$ cat src/rtl/shr_host.sv
// shr_host: host-side driver for the minitest serial harness.
//
// Serializes a parallel stimulus word MSB-first onto di, pulses stb for one
// cycle so the harness latches its din register and loads its dout shift
// register, then deserializes DOUT_N bits of dut_do into a parallel result
// word held on out_data until accepted.
//
// Ports:
//   clk       - single rising-edge clock shared with the harness
//   rst_n     - synchronous active-low reset
//   in_valid  - stimulus word valid
//   in_ready  - host idle, stimulus can be accepted
//   in_data   - stimulus word, bit DIN_N-1 goes out first
//   out_valid - result word valid, held until out_ready
//   out_ready - consumer accepts the result
//   out_data  - captured result, first sampled bit in bit DOUT_N-1
//   di        - registered serial stimulus to the harness
//   stb       - registered capture strobe to the harness
//   dut_do    - serial result from the harness
//
// Latency from the accepting edge to out_valid is DIN_N+DOUT_N+1 edges.
// CNT_W must satisfy 2**CNT_W > max(DIN_N, DOUT_N).

module shr_host #(
    parameter int unsigned DIN_N  = 160,
    parameter int unsigned DOUT_N = 160,
    parameter int unsigned CNT_W  = 8
) (
    input  logic              clk,
    input  logic              rst_n,
    input  logic              in_valid,
    output logic              in_ready,
    input  logic [DIN_N-1:0]  in_data,
    output logic              out_valid,
    input  logic              out_ready,
    output logic [DOUT_N-1:0] out_data,
    output logic              di,
    output logic              stb,
    input  logic              dut_do
);

    typedef enum logic [2:0] {
        StIdle,
        StShift,
        StStrobe,
        StCapture,
        StDone
    } state_e;

    localparam logic [CNT_W-1:0] DinLast  = CNT_W'(DIN_N - 1);
    localparam logic [CNT_W-1:0] DoutLast = CNT_W'(DOUT_N - 1);

    state_e            state_q, state_d;
    logic [DIN_N-1:0]  tx_q, tx_d;
    logic [DOUT_N-1:0] rx_q, rx_d;
    logic [DOUT_N-1:0] out_data_q, out_data_d;
    logic [CNT_W-1:0]  cnt_q, cnt_d;
    logic              stb_q, stb_d;
    logic              out_valid_q, out_valid_d;

    // The tx register shifts left once per SHIFT cycle and di is its MSB.
    // After the last bit has been presented DIN_N shifts have emptied it, so
    // di reads 0 in every other state without extra gating.
    assign di        = tx_q[DIN_N-1];
    assign stb       = stb_q;
    assign out_valid = out_valid_q;
    assign out_data  = out_data_q;
    assign in_ready  = (state_q == StIdle);

    always_comb begin
        state_d     = state_q;
        tx_d        = tx_q;
        rx_d        = rx_q;
        cnt_d       = cnt_q;
        stb_d       = 1'b0;
        out_valid_d = out_valid_q;
        out_data_d  = out_data_q;

        unique case (state_q)
            StIdle: begin
                if (in_valid) begin
                    tx_d    = in_data;
                    rx_d    = '0;
                    cnt_d   = '0;
                    state_d = StShift;
                end
            end

            StShift: begin
                tx_d = tx_q << 1;
                if (cnt_q == DinLast) begin
                    cnt_d   = '0;
                    stb_d   = 1'b1;
                    state_d = StStrobe;
                end else begin
                    cnt_d = cnt_q + CNT_W'(1);
                end
            end

            // Harness latches din and loads dout on the edge leaving here.
            StStrobe: begin
                cnt_d   = '0;
                state_d = StCapture;
            end

            StCapture: begin
                rx_d = (rx_q << 1) | DOUT_N'(dut_do);
                if (cnt_q == DoutLast) begin
                    out_data_d  = rx_d;
                    out_valid_d = 1'b1;
                    cnt_d       = '0;
                    state_d     = StDone;
                end else begin
                    cnt_d = cnt_q + CNT_W'(1);
                end
            end

            StDone: begin
                if (out_ready) begin
                    out_valid_d = 1'b0;
                    state_d     = StIdle;
                end
            end

            default: begin
                state_d = StIdle;
            end
        endcase
    end

    always_ff @(posedge clk) begin
        if (!rst_n) begin
            state_q     <= StIdle;
            tx_q        <= '0;
            rx_q        <= '0;
            out_data_q  <= '0;
            cnt_q       <= '0;
            stb_q       <= 1'b0;
            out_valid_q <= 1'b0;
        end else begin
            state_q     <= state_d;
            tx_q        <= tx_d;
            rx_q        <= rx_d;
            out_data_q  <= out_data_d;
            cnt_q       <= cnt_d;
            stb_q       <= stb_d;
            out_valid_q <= out_valid_d;
        end
    end

endmodule
$ cat config.mk
export PLATFORM = sky130hd
export DESIGN_NAME = shr_host
export DESIGN_NICKNAME = d
export VERILOG_FILES = /design/src/rtl/shr_host.sv
export SDC_FILE = /design/constraint.sdc
export NUM_CORES = 1
export LEC_CHECK = 0
export ABC_AREA = 0
export CAP_MARGIN = 20
export CORE_MARGIN = 3
export CORE_UTILIZATION = 50
export DETAILED_ROUTE_END_ITERATION = 7
export PLACE_DENSITY = 0.75
export SLEW_MARGIN = 40
export SYNTH_ARGS = -nofsm -noshare
export SYNTH_HDL_FRONTEND = slang
export SYNTH_SLANG_ARGS = --single-unit
$ cat constraint.sdc
create_clock -name clk -period 2.3 [get_ports clk]
set_input_delay 0.575 -clock clk [delete_from_list [all_inputs] [get_ports clk]]
set_output_delay 0.575 -clock clk [all_outputs]
set_load 0.005 [all_outputs]
==> results.txt <==
* Run status: complete, no violations
* Source-to-sink clock delay at the later pin of the worst-skew pair: 0.55 ns
- CTS HTree Levels: 2
- Antenna diode count: 0
* Worst setup path category: reg2out
* Number of hold buffers added after cts: 0
- Adder-cell share of the synthesized area: 0.0694%
* Largest net degree at the start of global routing: 122
- By area, the combinational part of the netlist is dominated by simple AND/OR/NAND/NOR gates.
* Setup Skew: 0.0176 ns
- Filler Cells Inserted: 2917
- Leaving out fill and tap cells, the most frequent cell in the layout is sky130_fd_sc_hd__nand2_1.
* Sequential area share after synthesis: 54.6%
- Post-synthesis share of cell area spent on and, or, nand and nor gates: 20.0%
* Leakage power: 7.75 nW
- Synthesis produced a netlist with a net count of 2356.
* Quantity of I/O buffers inserted on ports: 328
- In this run the power spent charging and discharging nets is 3.96 mW.
- Before CTS, the worst setup slack after placement is -0.0280 ns.
- In this run the post-CTS setup repair buffer count came out at 0.
* Share of total power consumed by net switching: 22.0%
- Summed instance area of the synthesized netlist: 0.0180 mm2
- The first global-routing pass estimated 74.6 mm of wire.
- Synthesis warning total: 0
- The synthesized netlist devotes 19.4% of its cell area to compound gates.
- Fraction of power consumed by combinational cells: 6.5%
- Top-level I/O count: 329
- The floorplan has 68 rows.
- The routed design has 46.3 mm of wire.
- Most frequently used flop master after synthesis: sky130_fd_sc_hd__dfxtp_1
- The floorplan step defined a core boundary enclosing 0.0351 mm2.
- The clock passes through at most 3 buffers.
- Internal power comes to 14.1 mW.
- The number of max-slew violations in the final report was 0.
- Setup TNS: 0 ns
- Hold crit path type: reg2reg
- The die covers 0.0384 mm2.
- Once detailed placement completed, the half-perimeter wirelength came to 29.8 mm.
- Multiplexer cells account for 0% of the synthesized area.
- Flop pwr share: 49.1%
- The routed layout has 16200 vias.
* Hold_ws: 0.453 ns
- Cells after synthesis: 2190
- Final setup violating endpoints: 0
* Total number of clock tree sinks: 492
- Post-Layout Inst Area: 0.0233 mm2
- Final Hold Viols: 0
- Cell family with the largest share of critical-path delay: buffers and inverters
- Number of enable-type register cells in the synthesized netlist: 0
- RSZ-0062 raised after global routing: no
- Worst vdd ir: 0.000601 V
* Die outline width: 196 um
- Post-route DRC violation count: 0
- Routability Congestion: 0.804
* Area share of xor/xnor cells in the synthesized design: 0.340%
* Clock-pin slew reported for the worst setup and hold paths after clock tree synthesis: 0.06 ns
* Post-layout nets: 2596
- Power spread over the standard cell area amounts to 774 mW/mm2.
* Post-placement cell area: 0.0217 mm2
- Summing all multi-input logic gate instances after layout gives 0.00723 mm2.
- Number of antenna violations at the first check in global routing: 1
- The detail route stage leaves a number of antenna-violating nets equal to 0.
- For this configuration, the core starts out at a cell density of 51.4%.
* Post-synthesis area per instance: 8.23 um2
* Share of layout cells above drive strength 1: 6.00%
* Required time reported for the critical path endpoint: 1.73 ns
- CP Cell Sequence: clkdlybuf4s50_1
- Maximum fanout count along the critical path: 2
- The floorplan step set the die height to 196 um.
* Seq cells post-synth: 492
* Ratio of routed vias to standard cells: 5.56
- Setup slack on the critical path of the routed design comes to 0.253 ns.
- The slowest stage of the critical path is the sky130_fd_sc_hd__clkdlybuf4s50_1 cell.
- Summing internal, switching and leakage power gives 18.0 mW.
- In the global route stage, overall resource usage came out at 22.7%.
* CTS tree: yes
- CTS Root Cell: sky130_fd_sc_hd__clkbuf_16
* Worst-margin pin slew: 0.735 ns
- Once the clock tree was built, the resizer swapped 4 gates to a different size.
* Sequential cell area: 0.00985 mm2
- Final clock period utilization by the worst path: 89.0%
* Fraction of registers with async set/reset: 0%
* CTS buffer count: 49
- At the worst endpoint, the arrival time is 1.47 ns.
* CP startpoint kind: register
- After detailed routing, the average wire length per cell comes to 15.8 um.
- Proportion of power drawn by the clock network: 44.4%
* Type of element capturing the critical path: output pin
- Synthesis instantiated 34 different standard cells from the library.
- The number of global-route vias before repair came to 15100.
* Drt first-iter violations: 1351
* Delay of the slowest cell on the worst path: 0.53 ns
* Grt total ovfl: 0
- Most frequent cells in the layout: sky130_fd_sc_hd__nand2_1, sky130_fd_sc_hd__dfxtp_1, sky130_fd_sc_hd__a21oi_1
- Pre-Repair DR Iteration Count: 5
- Max-Cap Viols: 0
- Worst max-slew margin expressed relative to the limit: 50.6%
- Timing would allow up to 0.488 GHz.
* Area Growth Syn to Fin: 29.2%
- The worst path needs 2.05 ns of the cycle, external delays included.
* Buffer and inverter count on the worst path: 1
## layer usage
metal	share of wire, %	track usage [%]	vias up
met2	48	37.9	528
met5	0.019	0	-
met1	41	29.5	7681
met4	2.0	5.52	2
met3	8.4	6.03	69
li1	-	-	7954
## power by group through the flow
stage	Sequential (mW)	Clock, mW	Combinational [mW]
2_1_floorplan	9.00	0	0.685
3_3_place_gp	9.03	0	1.13
3_5_place_dp	9.04	0	1.16
4_1_cts	8.85	8.12	1.17
5_1_grt	8.87	8.47	1.29
6_report	8.86	8.01	1.17
## sequential cells by signal, summed over array words and instances (netlist names)
signal and cells:
cnt_q 8, out_data 160, out_valid 1, rx_q 159
state_q 3, stb 1, tx_q 160
## final timing paths
path	start	endpoint	slack, ns	cells past startpoint
max	out_data[149]$_SDFFE_PN0P_	out_data[149]	0.25	1
min	out_data[94]$_SDFFE_PN0P_	out_data[94]$_SDFFE_PN0P_	0.45	2
max reg2reg	cnt_q[0]$_SDFFE_PN0P_	out_data[147]$_SDFFE_PN0P_	0.34	6
min reg2reg	out_data[94]$_SDFFE_PN0P_	out_data[94]$_SDFFE_PN0P_	0.45	2
## Yosys cell counts (all sizes together), types with 2 or more instances
master    n  share of area, %
nor3b     4              0.17
nand2   605                13
buf      97               3.3
dfxtp   492                55
nand3b    3              0.12
o21ai     2             0.056
clkbuf  102               2.1
nor2     88               1.8
and3      2             0.069
nand3   165               4.6
o221ai   39               1.9
xnor2     6              0.29
nor3      6              0.19
a21oi   444                12
a22oi   120               5.0
## cells by family after synthesis
kind of cell / after synthesis
DFF: 492
buffers and inverters: 200
AOI/OAI and AO/OA: 609
xor gates and xnor gates: 7
and+or+nand+nor: 881
adders and majority gates: 1
## through the flow
step                utilization, %  cells
floorplan                        -   2190
global placement              61.8   2834
detailed placement            61.8   2834
CTS                           66.5   2920
global route                  66.5   2920
finish                        66.5   2920
## layout make-up
class | instances | area share (%)
Clock inverter | 14 | 0.795
Tap cell | 455 | 2.44
Multi-Input combinational cell | 1498 | 31.0
Sequential cell | 492 | 42.3
Inverter | 1 | 0.0483
Clock buffer | 72 | 6.20
Timing Repair Buffer | 388 | 17.2
Power figures use the tool's default switching activity.
